<file path="src/rtl/i2c_bit_engine.sv">
// I2C bit engine: SCL divider, per-byte bit counter and open-drain SDA pull-down.
// Optional clock stretching is enabled by defining I2C_CLK_STRETCH_EN.
module i2c_bit_engine #(
  parameter int unsigned SCL_HALF = 4
) (
  input  logic        I2C_clk,
  input  logic        reset,
  input  logic        write,
  input  logic [6:0]  dev_addr,
  input  logic [15:0] sub_addr,
  input  logic [7:0]  wr_data,
  input  logic [2:0]  sel,
  input  logic        SclEn,
  input  logic        SetCountMax,
`ifdef I2C_CLK_STRETCH_EN
  input  logic        SCL_in,
`endif
  output logic        SCL,
  output logic        SDA_oe,
  output logic        LastData
);

  localparam int unsigned DIV_W = 8;
  localparam logic [DIV_W-1:0] DIV_LAST = DIV_W'(SCL_HALF - 1);

  logic [6:0]       dev_q;
  logic [15:0]      sub_q;
  logic [7:0]       data_q;
  logic [DIV_W-1:0] divcnt;
  logic [2:0]       bitcnt;
  logic             done;

  logic             stall_c;
  logic             fall_c;
  logic             byte_sel_c;
  logic [7:0]       byte_c;
  logic             sda_next_c;

  // A slave holding the bus SCL low while we release it freezes the divider.
`ifdef I2C_CLK_STRETCH_EN
  assign stall_c = SCL & ~SCL_in;
`else
  assign stall_c = 1'b0;
`endif

  assign fall_c = SclEn & ~stall_c & SCL & (divcnt == DIV_LAST);

  // Byte selection and next SDA pull-down value
  always_comb begin
    byte_c     = 8'h00;
    byte_sel_c = 1'b0;
    sda_next_c = 1'b0;
    case (sel)
      3'd2: begin byte_c = {dev_addr_q_c(dev_q), 1'b0}; byte_sel_c = 1'b1; end
      3'd3: begin byte_c = sub_q[15:8];                  byte_sel_c = 1'b1; end
      3'd4: begin byte_c = sub_q[7:0];                   byte_sel_c = 1'b1; end
      3'd5: begin byte_c = data_q;                       byte_sel_c = 1'b1; end
      default: ;
    endcase
    case (sel)
      3'd0:                      sda_next_c = 1'b1;
      3'd2, 3'd3, 3'd4, 3'd5:    sda_next_c = ~byte_c[bitcnt];
      default:                   sda_next_c = 1'b0;
    endcase
  end

  function automatic logic [6:0] dev_addr_q_c(input logic [6:0] a);
    return a;
  endfunction

  always_ff @(posedge I2C_clk) begin
    if (reset) begin
      dev_q  <= 7'd0;
      sub_q  <= 16'd0;
      data_q <= 8'd0;
      divcnt <= '0;
      SCL    <= 1'b1;
      bitcnt <= 3'd7;
      done   <= 1'b0;
      SDA_oe <= 1'b0;
    end else begin
      // Operands only change while the bus clock is idle
      if (write && !SclEn) begin
        dev_q  <= dev_addr;
        sub_q  <= sub_addr;
        data_q <= wr_data;
      end

      if (!SclEn) begin
        divcnt <= '0;
        SCL    <= 1'b1;
      end else if (!stall_c) begin
        if (divcnt == DIV_LAST) begin
          divcnt <= '0;
          SCL    <= ~SCL;
        end else begin
          divcnt <= divcnt + DIV_W'(1);
        end
      end

      // Preload wins over a coincident falling edge
      if (SetCountMax) begin
        bitcnt <= 3'd7;
        done   <= 1'b0;
      end else if (fall_c && byte_sel_c) begin
        if (bitcnt != 3'd0) bitcnt <= bitcnt - 3'd1;
        else                done   <= 1'b1;
      end

      SDA_oe <= sda_next_c;
    end
  end

  assign LastData = done;

endmodule

</file>
<file path="config.mk">
export PLATFORM = sky130hd
export DESIGN_NAME = i2c_bit_engine
export DESIGN_NICKNAME = d
export VERILOG_FILES = /design/src/rtl/i2c_bit_engine.sv
export SDC_FILE = /design/constraint.sdc
export NUM_CORES = 1
export LEC_CHECK = 0
export BUFFER_PORTS_ARGS = -buffer_cell sky130_fd_sc_hd__buf_2
export CAP_MARGIN = 20
export CORE_ASPECT_RATIO = 1.4
export CORE_UTILIZATION = 45
export CTS_CLUSTER_DIAMETER = 60
export DETAILED_ROUTE_END_ITERATION = 7
export GPL_TIMING_DRIVEN = 0
export PLACE_DENSITY = 0.8
export SLEW_MARGIN = 5
export SYNTH_ARGS = -nofsm -noshare
export SYNTH_HDL_FRONTEND = slang
export SYNTH_SLANG_ARGS = --single-unit
export TNS_END_PERCENT = 50
</file>
<file path="constraint.sdc">
create_clock -name I2C_clk -period 1.8 [get_ports I2C_clk]
set_clock_uncertainty 0.05 [all_clocks]
set_input_delay 0.09 -clock I2C_clk [delete_from_list [all_inputs] [get_ports I2C_clk]]
set_output_delay 0.09 -clock I2C_clk [all_outputs]
set_load 0.1 [all_outputs]
</file>
==> results.py <==
metrics = {
    "layout": {
        "nets": 359,
        "area_delta_synth_final_pct": 32.4,
        "drive_above_1_share_pct": 19.5,
        "layout_common_cells": "nand2_1, dfxtp_1, buf_2",
        "n_antenna_cell": 0,
        "final_common_cell": "nand2_1",
    },
    "timing": {
        "tightest_slew_ns": 0.486,
        "setup_viol": 0,
        "fmax_ghz": 0.599,
        "fin_tns_setup_ns": 0,
        "rsz0062_at_grt": "no",
        "holdWs_ns": -0.00278,
        "fin_crit_ns": 1.67,
        "min_period_over_period_pct": 92.7,
        "hold_viol": 1,
        "relSlewSlack_pct": 67.6,
        "setup_slack_ns": 0.132,
        "slew_viol_final": 0,
    },
    "synth": {
        "synth_edf_count": 0,
        "synthFlopType": "dfxtp_1",
        "yosys_warnings": 0,
        "synthArstFlopShare_pct": 0,
        "synthTopCellsByArea": "dfxtp_1, nand2_1, a21oi_1",
        "ys_seq_area_share_pct": 44.9,
        "synth_top_area_cell": "dfxtp_1",
        "synth_cell_types": 43,
        "synth_nets": 285,
        "yosysTopAreaCellShare_pct": 44.9,
        "avgSynthCellArea_um2": 8.25,
        "synth_area_mm2": 0.00201,
        "ys_seq_elements": 45,
        "synthCells": 243,
    },
    "floorplan": {
        "initial_core_util_pct": 47.3,
        "die_height_um": 81.0,
        "core_mm2": 0.00424,
        "die-area_mm2": 0.00473,
        "io_pins": 42,
        "die_x_um": 58.4,
        "rows": 28,
    },
    "detailed_routing": {
        "drt_wl_total_mm": 4.82,
        "viasPerCell": 5.08,
        "post-route-drc-count": 0,
        "drtAntennaViolNets": 0,
        "dr.first_iter.drc_count": 86,
        "avgRoutedWirePerCell_um": 12.8,
        "vias": 1920,
        "drtPass1Iterations": 4,
    },
    "setup_path": {
        "path_cells": "ha_2 > nor4b_4 > nand2_2 > nor2_4 > nand2_1 > a2111o_1",
        "worst_path_max_delay_cell": "a2111o_1",
        "critPathCaptureType": "register",
        "cp.required_ns": 1.94,
        "slowest_delay_ns": 0.39,
        "crit_type": "reg -> reg",
        "cp_max_fo": 5,
        "critPathLaunchType": "register",
        "arrival_ns": 1.80,
    },
    "cts": {
        "cts.clk_slew.worst_paths_ns": 0.08,
        "htreeDepth": 2,
        "cts_buffer_depth": 2,
        "cts-root-buf": "clkbuf_8",
        "clock_latency_ns": 0.29,
        "cts.sinks": 45,
        "cts_buffers": 5,
        "cts_tree": "built",
    },
    "power_and_ir_drop": {
        "peakVddDrop_mv": 0.475,
        "powerDensity_mw_per_mm2": 714,
        "p_leak_nw": 1.05,
    },
    "global_routing": {
        "gr-total-overflow": 0,
        "grt_pass1_wl_mm": 7.67,
        "grt_usage_pct": 21.6,
        "antenna_found_initial": 0,
        "first_global_vias": 1815,
        "grt_max_degree": 14,
    },
    "placement": {
        "place_congestion": 0.820,
        "dpl_worst_slack_ns": 0.0392,
        "io_buffers": 39,
        "place_hpwl_mm": 3.23,
    },
    "hold_path": {
        "hold_class": "in -> reg",
    },
    "run_status": {
        "status": "complete, but fails checks",
        "violations": "hold timing",
    },
    "run": {
        "cap_violations": 0,
    },
}
-- registers in the layout, summed over array words and instances (netlist names) --
signal	count
sub_q	16
SCL	1
LastData	1
data_q	8
bitcnt	3
SDA_oe	1
divcnt	8
dev_q	7
-- critical path, delay by kind of cell, from the launching register on --
kind                     cells  cell delay, ns
AO/OA/AOI/OAI                1            0.39
adder cells (fa/ha/maj)      1            0.21
flip-flops                   1            0.36
AND/OR/NAND/NOR              4            0.56
-- Yosys cell counts, types with 2 or more instances --
library cell and number:
inv_1 3, o21ai_0 2, buf_1 3, xnor2_1 4, nor2b_1 5, clkbuf_1 7, nand2b_1 3, o22ai_1 4
nand2_1 70, ha_1 3, dfxtp_1 45, and3_1 2, mux2i_1 10, a221oi_1 2, nor2_1 10, buf_6 2
nand3_1 6, xor2_1 4, a21oi_1 32, nor3_1 3
-- path summary, 6_finish.rpt --
check | start | to | slack, ns | cells after the start
worst min-delay path | dev_addr[3] | dev_q[3] | -0.003 | 3
worst min register to register | divcnt[0] | divcnt[0] | 0.39 | 1
worst max register to register | divcnt[0] | bitcnt[2] | 0.13 | 6
worst max-delay path | divcnt[0] | bitcnt[2] | 0.13 | 6
-- layer usage --
layer / routed length [um] / global-route usage (%) / up-vias
li1: - / - / 975
met1: 1990 / 23.4 / 889
met2: 2570 / 39.9 / 43
met3: 128 / 4.14 / 13
met4: 137 / 9.76 / 0
met5: 0 / 0 / -
-- cell type report --
type	instances	area, um^2
plain buffers	14	82.6
clock buffers	6	72.6
clock inverters	2	10.0
fillers	364	1580
inverters	3	11.3
multi-input cells	181	1030
flip-flops and latches	45	905
well taps	60	75.1
repair buffers	67	473
-- through the flow --
step / utilization [%] / std cells / power, W / area (um^2) / hold WS, ns
6_report: 62.7 / 378 / 0.00190 / 2660 / -0.00278
5_1_grt: 62.7 / 378 / 0.00198 / 2660 / 0.00193
3_5_place_dp: 53.7 / 342 / 0.00128 / 2280 / 0.245
3_3_place_gp: 53.7 / 342 / 0.00127 / 2280 / 0.243
4_1_cts: 62.0 / 377 / 0.00190 / 2630 / 0.000231
2_1_floorplan: - / 243 / 0.00120 / 2010 / 0.117
-- cells by family (layout without fill, tap and decap cells) --
family / after synthesis / in the layout / synth area share (%)
AOI/OAI and AO/OA: 53 / 53 / 16.4
muxes: 10 / 10 / 4.99
and+or+nand+nor: 107 / 107 / 23.6
DFF: 45 / 45 / 44.9
adders and majority gates: 3 / 3 / 1.87
xor gates and xnor gates: 8 / 8 / 3.49
buffers and inverters: 17 / 92 / 4.68
-- power by group --
part           internal (W)  total, W  leakage (nW)  switching [W]
registers           0.00103   0.00105         0.367      0.0000196
logic              0.000125  0.000257         0.639       0.000132
clock network      0.000269  0.000591        0.0450       0.000321
total               0.00143   0.00190          1.05       0.000473
-- timing repair --
| action | CTS | global route |
|---|---|---|
| hold buffers | 27 | 0 |
| setup endpoints to repair | 0 | 2 |
| endpoints found under the hold margin | 29 | 0 |
| gates resized for setup | 0 | 5 |
| setup buffers | 0 | 1 |
No activity file was read; power rests on OpenSTA's default activity.
